$ cat src/rtl/spi_pkg.sv
// spi_pkg: shared FSM state type and sizing constants for the SPI slave.
package spi_pkg;
    localparam int SPI_BITS = 8;
    localparam int SYNC_STAGES = 2;
    typedef enum logic {IDLE, ACTIVE} state_t;
endpackage

$ cat src/rtl/spi_rx_fifo.sv
// spi_rx_fifo: 4-entry rx byte FIFO with wrap-around pointers and occupancy count.
module spi_rx_fifo
    import spi_pkg::*;
(
    input  logic                Clk_i,
    input  logic                Rst_ni,
    input  logic                push,
    input  logic [SPI_BITS-1:0] push_data,
    input  logic                pop,
    output logic                full,
    output logic                valid,
    output logic [SPI_BITS-1:0] data
);
    logic [SPI_BITS-1:0] mem [4];
    logic [1:0] wr_ptr, rd_ptr;
    logic [2:0] count;
    logic do_push, do_pop;

    assign full    = count == 3'd4;
    assign valid   = count != 3'd0;
    assign data    = mem[rd_ptr];
    assign do_pop  = pop && valid;
    // A pop in the same cycle frees the slot a full FIFO would otherwise refuse.
    assign do_push = push && (!full || pop);

    always_ff @(posedge Clk_i or negedge Rst_ni) begin
        if (!Rst_ni) begin
            for (int i = 0; i < 4; i++) mem[i] <= '0;
            wr_ptr <= '0;
            rd_ptr <= '0;
            count  <= '0;
        end else begin
            if (do_push) begin
                mem[wr_ptr] <= push_data;
                wr_ptr      <= wr_ptr + 2'd1;
            end
            if (do_pop) rd_ptr <= rd_ptr + 2'd1;
            count <= count + {2'b0, do_push} - {2'b0, do_pop};
        end
    end
endmodule

$ cat src/rtl/spi_slave.sv
// spi_slave: SPI mode-0 slave, MSB first, with tx/rx byte handshakes on Clk_i.
// Define SPI_SLAVE_RX_FIFO_EN for a 4-entry rx FIFO instead of a single rx register.
module spi_slave
    import spi_pkg::*;
#(
    parameter logic [1:0]          SLAVE_ID  = 2'd1,
    parameter logic [SPI_BITS-1:0] IDLE_BYTE = 8'hFF
) (
    input  logic                Clk_i,
    input  logic                Rst_ni,
    input  logic                sck_i,
    input  logic [1:0]          ss_i,
    input  logic                mosi_i,
    output logic                miso_o,
    input  logic [SPI_BITS-1:0] tx_data_i,
    input  logic                tx_valid_i,
    output logic                tx_ready_o,
    output logic [SPI_BITS-1:0] rx_data_o,
    output logic                rx_valid_o,
    input  logic                rx_ready_i,
    output logic                overrun_o,
    output logic                underrun_o
);
    logic [SYNC_STAGES-1:0]      sck_sync, mosi_sync, warm;
    logic [SYNC_STAGES-1:0][1:0] ss_sync;
    logic                        sck_d, armed, hold_full, drop;
    state_t                      state;
    logic [2:0]                  bit_cnt;
    logic [SPI_BITS-1:0]         rx_shift, tx_shift, hold, rx_byte;
    logic                        sck, mosi, sel, start, rise, fall, done, load;

    assign sck     = sck_sync[SYNC_STAGES-1];
    assign mosi    = mosi_sync[SYNC_STAGES-1];
    assign sel     = ss_sync[SYNC_STAGES-1] == SLAVE_ID;
    // Only enter ACTIVE after a deselect has been observed, so a reset mid-transfer cannot resume it.
    assign start   = state == IDLE && armed && sel;
    assign rise    = state == ACTIVE && sel && sck && !sck_d;
    assign fall    = state == ACTIVE && sel && !sck && sck_d;
    assign done    = rise && bit_cnt == 3'd7;
    assign load    = start || done;
    assign rx_byte = {rx_shift[SPI_BITS-2:0], mosi};
    assign miso_o  = state == ACTIVE && tx_shift[SPI_BITS-1];
    assign tx_ready_o = !hold_full;

    always_ff @(posedge Clk_i or negedge Rst_ni) begin
        if (!Rst_ni) begin
            sck_sync   <= '0;
            mosi_sync  <= '0;
            ss_sync    <= '0;
            warm       <= '0;
            sck_d      <= 1'b0;
            armed      <= 1'b0;
            state      <= IDLE;
            bit_cnt    <= '0;
            rx_shift   <= '0;
            tx_shift   <= '0;
            hold       <= '0;
            hold_full  <= 1'b0;
            overrun_o  <= 1'b0;
            underrun_o <= 1'b0;
        end else begin
            sck_sync   <= {sck_sync[SYNC_STAGES-2:0], sck_i};
            mosi_sync  <= {mosi_sync[SYNC_STAGES-2:0], mosi_i};
            ss_sync    <= {ss_sync[SYNC_STAGES-2:0], ss_i};
            warm       <= {warm[SYNC_STAGES-2:0], 1'b1};
            sck_d      <= sck;
            armed      <= armed || (warm[SYNC_STAGES-1] && !sel);
            overrun_o  <= done && drop;
            underrun_o <= load && !hold_full;
            if (load) begin
                tx_shift  <= hold_full ? hold : IDLE_BYTE;
                hold_full <= 1'b0;
            end else if (fall && bit_cnt != 3'd0) begin
                tx_shift <= {tx_shift[SPI_BITS-2:0], 1'b0};
            end
            // Written after the load so an empty-register write lands behind the byte just loaded.
            if (tx_valid_i && !hold_full) begin
                hold      <= tx_data_i;
                hold_full <= 1'b1;
            end
            if (state == IDLE) begin
                if (start) begin
                    state   <= ACTIVE;
                    bit_cnt <= '0;
                end
            end else if (!sel) begin
                state    <= IDLE;
                bit_cnt  <= '0;
                rx_shift <= '0;
            end else if (rise) begin
                bit_cnt  <= bit_cnt + 3'd1;
                rx_shift <= rx_byte;
            end
        end
    end

`ifdef SPI_SLAVE_RX_FIFO_EN
    logic rx_full;

    assign drop = rx_full && !rx_ready_i;

    spi_rx_fifo u_rx_fifo (
        .Clk_i     (Clk_i),
        .Rst_ni    (Rst_ni),
        .push      (done),
        .push_data (rx_byte),
        .pop       (rx_ready_i),
        .full      (rx_full),
        .valid     (rx_valid_o),
        .data      (rx_data_o)
    );
`else
    assign drop = rx_valid_o && !rx_ready_i;

    always_ff @(posedge Clk_i or negedge Rst_ni) begin
        if (!Rst_ni) begin
            rx_valid_o <= 1'b0;
            rx_data_o  <= '0;
        end else if (done && !drop) begin
            rx_valid_o <= 1'b1;
            rx_data_o  <= rx_byte;
        end else if (rx_ready_i) begin
            rx_valid_o <= 1'b0;
        end
    end
`endif
endmodule

$ cat config.mk
export PLATFORM = sky130hd
export DESIGN_NAME = spi_slave
export DESIGN_NICKNAME = d
export VERILOG_FILES = /design/src/rtl/spi_pkg.sv /design/src/rtl/spi_rx_fifo.sv /design/src/rtl/spi_slave.sv
export SDC_FILE = /design/constraint.sdc
export NUM_CORES = 1
export LEC_CHECK = 0
export CAP_MARGIN = 25
export CORE_UTILIZATION = 50
export DETAILED_ROUTE_END_ITERATION = 16
export PLACE_DENSITY = 0.74
export RECOVER_POWER = 50
export SETUP_SLACK_MARGIN = 0.2
export SYNTH_ARGS = -nofsm -noshare
export SYNTH_HDL_FRONTEND = slang
export SYNTH_SLANG_ARGS = --single-unit
$ cat constraint.sdc
create_clock -name Clk_i -period 3.99 [get_ports Clk_i]
set_clock_uncertainty 0.15 [all_clocks]
set_input_delay 0.399 -clock Clk_i [delete_from_list [all_inputs] [get_ports Clk_i]]
set_output_delay 0.399 -clock Clk_i [all_outputs]
set_load 0.01 [all_outputs]
Yosys cells after proc, flatten, opt, wreduce, memory -nomap -nowiden
Cells that the tools add are included.
{"block": "classes", "n_addsub": 1, "n_eq_ne": 4, "n_mux": 16, "bitwise": 1, "n_reduce_logical": 31}
{"op": "$mux 8", "n": 3}
{"op": "$logic_and 1x1->1", "n": 16}
{"op": "$mux 7", "n": 2}
{"op": "$mux 3", "n": 4}
{"op": "$reduce_bool 2->1", "n": 4}
{"op": "$mux 1", "n": 7}
{"op": "$logic_not 1->1", "n": 6}
{"op": "$reduce_and 2->1", "n": 2}
{"op": "$add 3x1->3 const B", "n": 1}
{"op": "$eq 3x3->1 const B", "n": 1}
{"op": "$ne 3x2->1 const B", "n": 1}
{"op": "$reduce_bool 3->1", "n": 1}
{"op": "$eq 2x1->1 const B", "n": 1}
{"op": "$logic_or 1x1->1", "n": 2}
{"op": "$ne 2x1->1 const B", "n": 1}
{"op": "$not 1->1", "n": 1}
{"block": "totals", "ff_bits": 51, "inputBits": 16, "elab_cells": 70}

Logic depth before layout (Yosys ltp)
Gate-level depths: netlist of run 1.
{"block": "logic_depth", "word_depth": 8, "ltp_mapped": 7}

Worst setup path after synthesis of run 1
No wires, ideal clock.
{"block": "synth_path", "path_kind": "reg2reg", "startpoint": "register bit_cnt[1]", "endpoint": "register rx_data_o[0]", "setup_time_ns": 0.125, "t_arrival_ns": 1.369, "t_required_ns": 3.715, "path_slack_ns": 2.346, "path_stages_with_launch": 7, "path_buffers": 1, "period_less_slack_ns": 1.644, "cell_sequence": "dfrtp_1 -> ha_1 -> ha_1 -> nand3_4 -> nor2b_4 -> buf_12 -> mux2_4"}
{"block": "synth_via", "elab_chain_cells": 3}
{"item": "from (decl)", "line": "spi_slave.sv:28", "rtl": "logic [2:0] bit_cnt;"}
{"item": "from (signal assigned)", "line": "spi_slave.sv:91", "rtl": "bit_cnt <= bit_cnt + 3'd1;"}
{"item": "$eq 3x3->1", "line": "spi_slave.sv:39", "rtl": "assign done = rise && bit_cnt == 3'd7;"}
{"item": "$logic_and 1x1->1", "line": "spi_slave.sv:39"}
{"item": "$logic_and 1x1->1", "line": "spi_slave.sv:119", "rtl": "end else if (done && !drop) begin"}
{"item": "to (signal assigned)", "line": "spi_slave.sv:121", "rtl": "rx_data_o <= rx_byte;"}
{"item": "to (decl)", "line": "spi_slave.sv:18", "rtl": "output logic [SPI_BITS-1:0] rx_data_o,"}
No other way between the ends.
A chain may end at the register's enable or synchronous reset.

Worst setup path after layout of run 1
{"block": "layout_path", "startpoint": "register hold_full", "endpoint": "output port tx_ready_o"}
{"block": "layout_via", "elab_chain_cells": 1}
{"item": "from (decl)", "line": "spi_slave.sv:26", "rtl": "logic sck_d, armed, hold_full, drop;"}
{"item": "from (signal assigned)", "line": "spi_slave.sv:58", "rtl": "hold_full <= 1'b0;"}
{"item": "from (signal assigned)", "line": "spi_slave.sv:72", "rtl": "hold_full <= 1'b0;"}
{"item": "from (signal assigned)", "line": "spi_slave.sv:79", "rtl": "hold_full <= 1'b1;"}
{"item": "$logic_not 1->1", "line": "spi_slave.sv:43", "rtl": "assign tx_ready_o = !hold_full;"}
{"item": "to (decl)", "line": "spi_slave.sv:17", "rtl": "output logic tx_ready_o,"}
No other way between the ends.

==> impl_metrics.prom, run 1 <==
# TYPE chip_impl_metric gauge
chip_impl_metric{name="synth_fa_ha_area_share",unit="%"} 1.85
chip_impl_info{name="setup.worst_path.end_class",value="primary output"} 1
chip_impl_metric{name="maxSlewHeadroom",unit="%"} 7.42
chip_impl_metric{name="synthSimpleGateAreaFrac",unit="%"} 11.8
chip_impl_metric{name="floorplan.core_area",unit="um^2"} 3770
chip_impl_metric{name="ys_types",unit=""} 30
chip_impl_metric{name="place.port_buffers",unit=""} 28
chip_impl_metric{name="netlist_instances",unit=""} 144
chip_impl_metric{name="post_cts.resized_instances",unit=""} 0
chip_impl_metric{name="synth_sequential_area_ratio",unit="%"} 62.9
chip_impl_metric{name="p_leak",unit="nW"} 1.10
chip_impl_metric{name="ir_worst_vdd",unit="V"} 0.000302
chip_impl_metric{name="synth_area",unit="um^2"} 2030
chip_impl_metric{name="routed_wl",unit="um"} 3190
chip_impl_metric{name="powerDensity",unit="nW/um^2"} 477
chip_impl_metric{name="totalNegativeSetupSlack",unit="ns"} 0
chip_impl_metric{name="cts_hold_buffers",unit=""} 1
chip_impl_metric{name="post_cts_buffers",unit=""} 0
chip_impl_metric{name="postSynthNetCount",unit=""} 163
chip_impl_metric{name="areaGrowthSynthToFinish",unit="%"} 20.5
chip_impl_metric{name="post_route_cells_drive_above_1_share",unit="%"} 14.2
chip_impl_metric{name="muxShareOfSynthArea",unit="%"} 10.9
chip_impl_metric{name="drt_iter0_markers",unit=""} 51
chip_impl_metric{name="setup_viol",unit=""} 0
chip_impl_metric{name="power",unit="mW"} 1.17
chip_impl_info{name="outcome",value="complete, no violations"} 1
chip_impl_metric{name="grt_start_max_net_pins",unit=""} 27
chip_impl_metric{name="hold_vio_cnt_final",unit=""} 0
chip_impl_metric{name="fill_cells",unit=""} 285
chip_impl_info{name="cp-start-kind",value="register"} 1
chip_impl_metric{name="gpl.final_weighted_congestion",unit=""} 0.691
chip_impl_metric{name="worst_pin_slew",unit="ns"} 1.39
chip_impl_metric{name="maxCapViolCount",unit=""} 0
chip_impl_info{name="rsz0062_at_grt",value="false"} 1
chip_impl_metric{name="cts_htree_levels",unit=""} 2
chip_impl_metric{name="regArea",unit="um^2"} 1280
chip_impl_metric{name="wire_length_of_the_first_global_routing_pass",unit="um"} 5740
chip_impl_metric{name="clk-insertion-delay-late",unit="ns"} 0.30
chip_impl_metric{name="num_vias",unit=""} 1160
chip_impl_metric{name="synth_compound_area_share",unit="%"} 8.94
chip_impl_metric{name="io_pins",unit=""} 29
chip_impl_metric{name="initial_utilization",unit="%"} 53.8
chip_impl_metric{name="number_of_global_route_vias_before_repair",unit=""} 1218
chip_impl_info{name="cts_tree",value="yes"} 1
chip_impl_info{name="main_combinational_cell_family_by_area_after_synthesis",value="simple AND/OR/NAND/NOR gates"} 1
chip_impl_metric{name="timing.final.crit_share",unit="%"} 51.0
chip_impl_metric{name="synth_xor_xnor_area_share",unit="%"} 0
chip_impl_metric{name="track_usage",unit="%"} 18.3
chip_impl_metric{name="die_height",unit="um"} 65.7
chip_impl_metric{name="antenna_found_initial",unit=""} 0
chip_impl_metric{name="yosysWarnings",unit=""} 0
chip_impl_metric{name="ant_nets",unit=""} 0
chip_impl_metric{name="clk_path_buf_depth",unit=""} 2
chip_impl_metric{name="numCtsBuffers",unit=""} 5
chip_impl_metric{name="clock_sinks",unit=""} 51
chip_impl_metric{name="design.final.nets",unit=""} 194
chip_impl_info{name="worstHoldPathType",value="reg2reg"} 1
chip_impl_info{name="cts_root_buf",value="clkbuf_8"} 1
chip_impl_metric{name="max_freq",unit="GHz"} 0.492
chip_impl_metric{name="floorplan.rows",unit=""} 22
chip_impl_metric{name="die_area",unit="um^2"} 4320
chip_impl_metric{name="postLayoutSetupSlackWorst",unit="ns"} 1.96
chip_impl_metric{name="synth.ff_latch_count",unit=""} 51
chip_impl_metric{name="period_needed",unit="ns"} 2.03
chip_impl_metric{name="multi_input_area",unit="um^2"} 672
chip_impl_metric{name="cp_data_required_time",unit="ns"} 3.44
chip_impl_metric{name="critPathMaxFanout",unit=""} 9
chip_impl_info{name="critical_path_class",value="reg2out"} 1
chip_impl_metric{name="cp.arrival",unit="ns"} 1.48
chip_impl_metric{name="dieWidth",unit="um"} 65.7
chip_impl_metric{name="report.final.slew_viol_count",unit=""} 0
chip_impl_metric{name="total_drc_errors_in_the_routed_layout",unit=""} 0
chip_impl_metric{name="diodes",unit=""} 0
chip_impl_metric{name="place_worst_setup_slack",unit="ns"} 1.83
chip_impl_metric{name="grt_remaining_overflow",unit=""} 0
chip_impl_metric{name="post-dp-hpwl",unit="um"} 2320
chip_impl_metric{name="worst_setup_hold_path_clk_slew",unit="ns"} 0.09
chip_impl_metric{name="average_routed_wire_per_standard_cell",unit="um"} 14.2
chip_impl_metric{name="drtPass1Iterations",unit=""} 4
chip_impl_metric{name="avgViaCountPerCell",unit=""} 5.18
chip_impl_metric{name="avgSynthCellArea",unit="um^2"} 14.1
-- report_power, final --
part	leakage (nW)	internal, mW	total [mW]	switching, mW
sequential	0.643	0.593	0.637	0.0437
combinational	0.398	0.0804	0.155	0.0745
clock	0.0618	0.206	0.374	0.168
-- per-layer routing --
| metal | track usage [%] | vias to the layer above | share of wire, % |
|---|---|---|---|
| met4 | 7.34 | 0 | 1.5 |
| met1 | 22.2 | 570 | 45 |
| met2 | 30.4 | 25 | 50 |
| met3 | 5.21 | 5 | 3.4 |
| li1 | - | 560 | - |
| met5 | 0 | - | 0 |
-- final cells by class --
cell class | instances | share of cell area (%)
Clock inverter | 2 | 1.59
Clock buffer | 6 | 3.38
Sequential cell | 51 | 52.2
Multi-Input combinational cell | 84 | 27.5
Tap cell | 48 | 2.46
Timing Repair Buffer | 30 | 12.4
Inverter | 3 | 0.461
-- registers in the layout (all words and copies together), names as in the netlist, 2 cells and up --
name       cells
sck_sync       2
rx_data_o      8
warm           2
bit_cnt        3
hold           8
ss_sync        4
tx_shift       8
rx_shift       7
mosi_sync      2
-- final timing paths --
check	startpoint	cells after the start	end	slack [ns]
worst max register to register	ss_sync[3]$_DFF_PN0_	4	rx_data_o[0]$_DFFE_PN0P_	2.10
worst min-delay path	ss_sync[0]$_DFF_PN0_	0	ss_sync[2]$_DFF_PN0_	0.20
min in group asynchronous	Rst_ni	2	bit_cnt[2]$_DFFE_PN0P_	0.79
max in group asynchronous	Rst_ni	2	hold_full$_DFFE_PN0P_	2.09
worst min register to register	ss_sync[0]$_DFF_PN0_	0	ss_sync[2]$_DFF_PN0_	0.20
worst max-delay path	hold_full$_DFFE_PN0P_	2	tx_ready_o	1.96
-- cells in the final DEF, fill, tap and decap left out, types with 3 or more instances in the layout --
cell type	synthesis	layout
o211ai_1	7	7
clkdlybuf4s50_1	0	23
mux2_2	3	3
mux2_1	6	6
nor2_1	12	12
mux2_4	8	8
a22o_1	9	9
nand2_1	8	8
dfrtp_1	51	51
nand2b_1	3	3
clkbuf_8	0	6
dlygate4sd3_1	0	5
nand3_1	8	9
ha_1	3	3
-- metrics by stage --
stage | hold WS [ns] | util (%) | instances | instance area (um^2)
2_1_floorplan | -0.0466 | - | 144 | 2030
3_3_place_gp | 0.183 | 61.2 | 214 | 2310
3_5_place_dp | 0.185 | 61.7 | 215 | 2330
4_1_cts | 0.208 | 65.2 | 224 | 2460
5_1_grt | 0.216 | 64.8 | 224 | 2440
6_report | 0.205 | 64.8 | 224 | 2440
-- cells in the mapped netlist (all sizes together) --
cell	n	area (um^2)
dfrtp	51	1280
mux2	17	221
nor2	12	45.0
a22o	9	78.8
nand3	9	57.6
nand2	8	30.0
o211ai	7	52.6
buf	6	57.6
ha	3	37.5
nand2b	3	18.8
nor2b	3	26.3
a21o	2	15.0
and2	2	12.5
inv	2	7.51
o21ai	2	13.8
a31oi	1	21.3
and2b	1	10.0
and3b	1	8.76
and4b	1	10.0
and4bb	1	12.5
clkinv	1	3.75
conb	1	3.75
nand4b	1	8.76
-- cell families after synthesis --
group | Yosys count
compound gates | 21
fa+ha+maj | 3
buf+inv | 9
flops | 51
mux | 17
other cells | 1
simple gates | 42
-- critical path, stage by stage, from the launching register on --
cell	delay (ns)
dfrtp_1	0.40
clkinv_1	0.23
clkdlybuf4s50_1	0.55
Power figures use the tool's default switching activity.
==> run 2: changes to the inputs <==
==> constraint.sdc (replaced) <==
create_clock -name Clk_i -period 2 [get_ports Clk_i]
set_clock_uncertainty 0.15 [all_clocks]
set_input_delay 0.2 -clock Clk_i [delete_from_list [all_inputs] [get_ports Clk_i]]
set_output_delay 0.2 -clock Clk_i [all_outputs]
set_load 0.01 [all_outputs]
==> run 2 against run 1 <==
  * Worst hold slack got worse by 0.0015 ns
  * Combinational power increased by 100%
  * Largest cell class unchanged
  * Global-route usage is 1.6 points lower
  * Die area did not move
  * Final area grew 1.7%
  * Non-clock buffer count up 3
  * Core utilization is 1.1 points higher
  * Sequential power up 99%
  * Sequential share of layout area decreased by 0.89 points
  * Highest routed layer unchanged
  * Count of clock-buffer cells in the layout did not move
==> impl_metrics.prom, run 2 (synthesis results as in run 1) <==
# TYPE chip_impl_metric gauge
chip_impl_info{name="biggestRegsByFlops",value="hold: 8 flops, rx_data_o: 8 flops, tx_shift: 8 flops"} 1
chip_impl_info{name="layout.cells.most_common_list",value="dfrtp_1, clkdlybuf4s50_1, nor2_1"} 1
chip_impl_metric{name="post-dp-hpwl",unit="um"} 2250
chip_impl_metric{name="drt_iter0_markers",unit=""} 55
chip_impl_metric{name="cp_data_required_time",unit="ns"} 1.65
chip_impl_info{name="setup.worst_path.end_class",value="primary output"} 1
chip_impl_metric{name="grt_start_max_net_pins",unit=""} 29
chip_impl_metric{name="floorplan.core_area",unit="um^2"} 3770
chip_impl_metric{name="setup_viol",unit=""} 0
chip_impl_metric{name="fill_cells",unit=""} 274
chip_impl_metric{name="drtPass1Iterations",unit=""} 2
chip_impl_metric{name="initial_utilization",unit="%"} 53.8
chip_impl_metric{name="floorplan.rows",unit=""} 22
chip_impl_info{name="timing.hold.worst.start",value="mosi_sync[0]$_DFF_PN0_"} 1
chip_impl_metric{name="max_stage_delay",unit="ns"} 0.52
chip_impl_metric{name="areaGrowthSynthToFinish",unit="%"} 22.6
chip_impl_info{name="rsz0062_at_grt",value="false"} 1
chip_impl_metric{name="hold_vio_cnt_final",unit=""} 0
chip_impl_info{name="worstHoldPathType",value="reg2reg"} 1
chip_impl_metric{name="dieWidth",unit="um"} 65.7
chip_impl_info{name="outcome",value="complete, no violations"} 1
chip_impl_metric{name="critPathMaxFanout",unit=""} 5
chip_impl_metric{name="worst_pin_slew",unit="ns"} 1.32
chip_impl_info{name="cts_root_buf",value="clkbuf_8"} 1
chip_impl_metric{name="place.port_buffers",unit=""} 28
chip_impl_metric{name="finish.instance_area",unit="um^2"} 2490
chip_impl_metric{name="worst_setup_hold_path_clk_slew",unit="ns"} 0.09
chip_impl_metric{name="design.final.nets",unit=""} 197
chip_impl_metric{name="antenna_found_initial",unit=""} 0
chip_impl_metric{name="avgViaCountPerCell",unit=""} 5.20
chip_impl_metric{name="reg2reg_slack",unit="ns"} 0.29
chip_impl_metric{name="cp.arrival",unit="ns"} 1.39
chip_impl_metric{name="worst-r2r-cell-count",unit=""} 6
chip_impl_metric{name="wire_length_of_the_first_global_routing_pass",unit="um"} 5150
chip_impl_info{name="setup.worst_path.start",value="state$_DFF_PN0_"} 1
chip_impl_info{name="cts_tree",value="yes"} 1
chip_impl_metric{name="average_routed_wire_per_standard_cell",unit="um"} 13.8
chip_impl_metric{name="routed_wl",unit="um"} 3140
chip_impl_metric{name="p_leak",unit="nW"} 1.11
chip_impl_info{name="cp-start-kind",value="register"} 1
chip_impl_metric{name="timing.final.crit_share",unit="%"} 87.1
chip_impl_info{name="r2r-start",value="bit_cnt[1]$_DFFE_PN0P_"} 1
chip_impl_info{name="crit_chain",value="and2_1, clkdlybuf4s50_1"} 1
chip_impl_metric{name="clk-insertion-delay-late",unit="ns"} 0.30
chip_impl_metric{name="power",unit="mW"} 2.19
chip_impl_metric{name="die_height",unit="um"} 65.7
chip_impl_metric{name="totalNegativeSetupSlack",unit="ns"} 0
chip_impl_metric{name="track_usage",unit="%"} 16.7
chip_impl_metric{name="report.final.slew_viol_count",unit=""} 0
chip_impl_metric{name="io_pins",unit=""} 29
chip_impl_metric{name="cts_htree_levels",unit=""} 2
chip_impl_metric{name="period_needed",unit="ns"} 1.74
chip_impl_metric{name="gpl.final_weighted_congestion",unit=""} 0.706
chip_impl_metric{name="ir_worst_vdd",unit="V"} 0.000528
chip_impl_metric{name="numCtsBuffers",unit=""} 5
chip_impl_metric{name="clock_sinks",unit=""} 51
chip_impl_metric{name="clk_path_buf_depth",unit=""} 2
chip_impl_metric{name="post_route_cells_drive_above_1_share",unit="%"} 17.9
chip_impl_metric{name="number_of_global_route_vias_before_repair",unit=""} 1150
chip_impl_info{name="critical_path_class",value="reg2out"} 1
chip_impl_metric{name="maxSlewHeadroom",unit="%"} 12.2
chip_impl_metric{name="num_vias",unit=""} 1181
chip_impl_info{name="setup.worst_path.end",value="miso_o"} 1
chip_impl_metric{name="ant_nets",unit=""} 0
chip_impl_metric{name="total_drc_errors_in_the_routed_layout",unit=""} 0
chip_impl_metric{name="diodes",unit=""} 0
chip_impl_info{name="crit_path_top_delay_cell",value="clkdlybuf4s50_1"} 1
chip_impl_metric{name="powerDensity",unit="nW/um^2"} 882
chip_impl_metric{name="post_dp_cell_area",unit="um^2"} 2330
chip_impl_info{name="layout.cells.most_common",value="dfrtp_1"} 1
chip_impl_metric{name="maxCapViolCount",unit=""} 0
chip_impl_metric{name="max_freq",unit="GHz"} 0.574
chip_impl_metric{name="die_area",unit="um^2"} 4320
chip_impl_info{name="reg2reg_to",value="rx_data_o[7]$_DFFE_PN0P_"} 1
chip_impl_metric{name="grt_remaining_overflow",unit=""} 0
==> run 2: worst min-delay path by stage <==
stage | slack [ns] | cells after the start | end
2_1_floorplan | -0.25 | 0 | armed$_DFF_PN0_
3_3_place_gp | 0.04 | 1 | bit_cnt[0]$_DFFE_PN0P_
3_5_place_dp | 0.06 | 1 | bit_cnt[1]$_DFFE_PN0P_
4_1_cts | 0.17 | 1 | ss_sync[1]$_DFF_PN0_
5_1_grt | 0.21 | 0 | mosi_sync[1]$_DFF_PN0_
6_report | 0.20 | 0 | mosi_sync[1]$_DFF_PN0_
==> run 2: report_power, final <==
| part | leakage [nW] | switching (mW) | internal (mW) |
|---|---|---|---|
| clock | 0.0474 | 0.327 | 0.282 |
| combinational | 0.421 | 0.146 | 0.170 |
| sequential | 0.643 | 0.0860 | 1.18 |
| total | 1.11 | 0.558 | 1.64 |
==> run 2: area by class of cell <==
cell class | count | area, um^2 | share of cell area (%)
Clock buffer | 6 | 82.6 | 3.32
Timing Repair Buffer | 33 | 352 | 14.1
Inverter | 3 | 12.5 | 0.503
Sequential cell | 51 | 1280 | 51.3
Clock inverter | 2 | 16.3 | 0.654
Multi-Input combinational cell | 84 | 688 | 27.7
Tap cell | 48 | 60.1 | 2.41
==> run 2: what timing repair did <==
| action | in CTS | in global routing |
|---|---|---|
| buffers inserted | 1 | 1 |
| endpoints found under the setup margin | 9 | 16 |
| resized for setup | 1 | 2 |
| hold buffers | 1 | 0 |
| hold endpoints to repair | 23 | 0 |
| pin swaps | 0 | 1 |
==> run 2: per-layer routing <==
layer / part of all wire [%] / global-route usage (%) / vias to the layer above
met2: 49 / 27.0 / 25
li1: - / - / 568
met1: 46 / 19.9 / 581
met4: 1.8 / 7.34 / 0
met5: 0 / 0 / -
met3: 3.4 / 5.73 / 7
==> run 2: through the flow <==
| stage | std cells | setup slack [ns] | hold slack, ns | util (%) |
|---|---|---|---|---|
| after floorplan | 144 | 0.356 | -0.246 | - |
| after global placement | 216 | 0.236 | 0.0449 | 61.9 |
| after detailed placement | 216 | 0.206 | 0.0626 | 61.9 |
| after CTS | 226 | 0.206 | 0.167 | 65.4 |
| after global routing | 227 | 0.120 | 0.210 | 66.0 |
| final | 227 | 0.259 | 0.203 | 66.0 |
==> run 2: critical path, delay by kind of cell (launching register included) <==
family        cells  cell delay, ns
flops             1            0.42
buf+inv           1            0.52
simple gates      1            0.15
==> run 3: changes to the inputs <==
--- a/config.mk
+++ b/config.mk
@@ -6,6 +6,7 @@
 export NUM_CORES = 1
 export LEC_CHECK = 0
 export CAP_MARGIN = 25
+export CORE_MARGIN = 4
 export CORE_UTILIZATION = 50
 export DETAILED_ROUTE_END_ITERATION = 16
 export PLACE_DENSITY = 0.74
==> run 3 against run 2 <==
  * Total power down 1.5%
  * Non-clock buffer count up 3
  * Wire length increased by 5.2%
  * Global-route usage fell by 2.3 points
==> impl_metrics.prom, run 3 (synthesis results as in run 1) <==
# TYPE chip_impl_metric gauge
chip_impl_info{name="outcome",value="complete, no violations"} 1
chip_impl_metric{name="die_height",unit="um"} 71.7
chip_impl_metric{name="wire_length_of_the_first_global_routing_pass",unit="um"} 5640
chip_impl_metric{name="finalCoreUtilization",unit="%"} 65.5
chip_impl_metric{name="num_vias",unit=""} 1189
chip_impl_metric{name="place.port_buffers",unit=""} 28
chip_impl_metric{name="routed_wl",unit="um"} 3310
chip_impl_info{name="reg2reg_to",value="rx_data_o[0]$_DFFE_PN0P_"} 1
chip_impl_metric{name="initial_utilization",unit="%"} 53.4
chip_impl_metric{name="grt_remaining_overflow",unit=""} 0
chip_impl_metric{name="pwr-share-comb",unit="%"} 14.3
chip_impl_metric{name="min_path_cells",unit=""} 0
chip_impl_info{name="crit_chain",value="and2_1, clkdlybuf4s50_1"} 1
chip_impl_metric{name="avgViaCountPerCell",unit=""} 5.19
chip_impl_metric{name="totalNegativeSetupSlack",unit="ns"} 0
chip_impl_metric{name="clock_power_share",unit="%"} 26.8
chip_impl_metric{name="maxCapViolCount",unit=""} 0
chip_impl_metric{name="drtPass1Iterations",unit=""} 4
chip_impl_metric{name="powerDensity",unit="nW/um^2"} 869
chip_impl_metric{name="clk_path_buf_depth",unit=""} 2
chip_impl_metric{name="floorplan.core_area",unit="um^2"} 3800
chip_impl_metric{name="hold_vio_cnt_final",unit=""} 0
chip_impl_metric{name="post_dp_cell_area",unit="um^2"} 2330
chip_impl_metric{name="gpl.final_weighted_congestion",unit=""} 0.742
chip_impl_metric{name="grt_start_max_net_pins",unit=""} 29
chip_impl_info{name="setup.worst_path.end_class",value="primary output"} 1
chip_impl_metric{name="ant_nets",unit=""} 0
chip_impl_metric{name="netSwitchingPower",unit="mW"} 0.539
chip_impl_metric{name="areaGrowthSynthToFinish",unit="%"} 22.7
chip_impl_metric{name="worst_pin_slew",unit="ns"} 0.658
chip_impl_metric{name="die_area",unit="um^2"} 5140
chip_impl_metric{name="worstPathBufferInverterCount",unit=""} 1
chip_impl_metric{name="max_freq",unit="GHz"} 0.569
chip_impl_metric{name="cp_data_required_time",unit="ns"} 1.65
chip_impl_info{name="cp-start-kind",value="register"} 1
chip_impl_metric{name="io_pins",unit=""} 29
chip_impl_metric{name="clock_sinks",unit=""} 51
chip_impl_metric{name="p_leak",unit="nW"} 1.13
chip_impl_metric{name="cp.arrival",unit="ns"} 1.41
chip_impl_metric{name="period_needed",unit="ns"} 1.76
chip_impl_info{name="worstHoldPathType",value="reg2reg"} 1
chip_impl_metric{name="power.share.sequential",unit="%"} 58.9
chip_impl_metric{name="post_route_cells_drive_above_1_share",unit="%"} 19.9
chip_impl_metric{name="timing.final.crit_share",unit="%"} 87.9
chip_impl_metric{name="diodes",unit=""} 0
chip_impl_metric{name="total_drc_errors_in_the_routed_layout",unit=""} 0
chip_impl_metric{name="average_routed_wire_per_standard_cell",unit="um"} 14.4
chip_impl_metric{name="p_sw_share",unit="%"} 24.9
chip_impl_metric{name="drt_iter0_markers",unit=""} 38
chip_impl_info{name="critical_path_class",value="reg2out"} 1
chip_impl_info{name="crit_path_top_delay_cell",value="clkdlybuf4s50_1"} 1
chip_impl_metric{name="floorplan.rows",unit=""} 22
chip_impl_metric{name="dieWidth",unit="um"} 71.7
chip_impl_metric{name="finish.instance_area",unit="um^2"} 2490
chip_impl_info{name="rsz0062_at_grt",value="false"} 1
chip_impl_info{name="layout.cells.most_common_list",value="dfrtp_1, clkdlybuf4s50_1, nor2_1"} 1
chip_impl_info{name="layout.cells.most_common",value="dfrtp_1"} 1
chip_impl_metric{name="post-dp-hpwl",unit="um"} 2390
chip_impl_info{name="timing.critical_path.max_delay_family",value="buffers and inverters"} 1
chip_impl_metric{name="worst-r2r-cell-count",unit=""} 6
chip_impl_metric{name="ir_worst_vdd",unit="V"} 0.000745
chip_impl_info{name="r2r-start",value="bit_cnt[1]$_DFFE_PN0P_"} 1
chip_impl_metric{name="setup_viol",unit=""} 0
chip_impl_info{name="timing.hold.worst.start",value="ss_sync[0]$_DFF_PN0_"} 1
chip_impl_metric{name="max_stage_delay",unit="ns"} 0.53
chip_impl_metric{name="antenna_found_initial",unit=""} 0
chip_impl_metric{name="worst_setup_hold_path_clk_slew",unit="ns"} 0.09
chip_impl_info{name="cts_root_buf",value="clkbuf_8"} 1
chip_impl_metric{name="cts_htree_levels",unit=""} 2
chip_impl_metric{name="clk-insertion-delay-late",unit="ns"} 0.30
chip_impl_metric{name="reg2reg_slack",unit="ns"} 0.26
chip_impl_metric{name="power_report.internal_total",unit="mW"} 1.62
chip_impl_metric{name="track_usage",unit="%"} 14.3
chip_impl_metric{name="critPathMaxFanout",unit=""} 5
chip_impl_metric{name="number_of_global_route_vias_before_repair",unit=""} 1266
chip_impl_info{name="hold_end",value="ss_sync[2]$_DFF_PN0_"} 1
chip_impl_info{name="biggestRegsByFlops",value="hold: 8 flops, rx_data_o: 8 flops, tx_shift: 8 flops"} 1
chip_impl_metric{name="design.final.nets",unit=""} 200
chip_impl_metric{name="maxSlewHeadroom",unit="%"} 56.2
chip_impl_metric{name="numCtsBuffers",unit=""} 5
chip_impl_metric{name="report.final.slew_viol_count",unit=""} 0
chip_impl_info{name="cts_tree",value="yes"} 1
[run 3: final cells by class]
cell class,count,area [um^2]
Clock buffer,6,82.6
Multi-Input combinational cell,84,688
Timing Repair Buffer,36,363
Sequential cell,51,1280
Inverter,3,13.8
Clock inverter,1,5.00
Tap cell,48,60.1
Fill cell,298,1310
[run 3: through the flow]
| stage | total power, mW | hold WS [ns] | worst slack (ns) | cells |
|---|---|---|---|---|
| 2_1_floorplan | 1.47 | -0.246 | 0.356 | 144 |
| 3_3_place_gp | 1.58 | 0.0558 | 0.222 | 216 |
| 3_5_place_dp | 1.61 | 0.0711 | 0.182 | 216 |
| 4_1_cts | 2.19 | 0.174 | 0.215 | 226 |
| 5_1_grt | 2.28 | 0.206 | 0.113 | 229 |
| 6_report | 2.16 | 0.198 | 0.242 | 229 |
[run 3: worst reg2reg max path, cell delays in order (launching register included)]
cell	delay (ns)
dfrtp_1	0.38
ha_1	0.17
ha_2	0.23
nand3_4	0.10
nor2b_4	0.16
buf_12	0.14
mux2_4	0.29
[run 3: worst max path at each step]
stage / slack [ns] / from / cells after the start / endpoint
floorplan: 0.36 / bit_cnt[1]$_DFFE_PN0P_ / 6 / rx_data_o[0]$_DFFE_PN0P_
global placement: 0.22 / bit_cnt[1]$_DFFE_PN0P_ / 5 / rx_data_o[1]$_DFFE_PN0P_
detailed placement: 0.18 / bit_cnt[1]$_DFFE_PN0P_ / 5 / rx_data_o[6]$_DFFE_PN0P_
CTS: 0.22 / bit_cnt[1]$_DFFE_PN0P_ / 5 / tx_shift[7]$_DFFE_PN0P_
global route: 0.11 / Rst_ni / 3 / hold_full$_DFFE_PN0P_
finish: 0.24 / state$_DFF_PN0_ / 2 / miso_o
[run 3: timing repair]
item                                    CTS  global route
endpoints found under the setup margin    9            17
gates cloned                              0             0
endpoints found under the hold margin    23             0
setup buffers                             2             3
hold buffers                              1             0
gates resized for setup                   1             5
pin swaps                                 0             2
[run 3: power by group through the flow]
stage          Combinational [mW]  Sequential, mW  Clock, mW
4_1_cts                     0.318            1.27      0.596
3_3_place_gp                0.299            1.28          0
5_1_grt                     0.354            1.30      0.629
2_1_floorplan               0.206            1.26          0
6_report                    0.309            1.27      0.580
3_5_place_dp                0.314            1.29          0
[run 3: layer usage]
layer	wire length, um	global-route usage (%)
met2	1600	22.4
met3	181	5.47
met4	55	6.05
met1	1470	17.7
met5	0	0
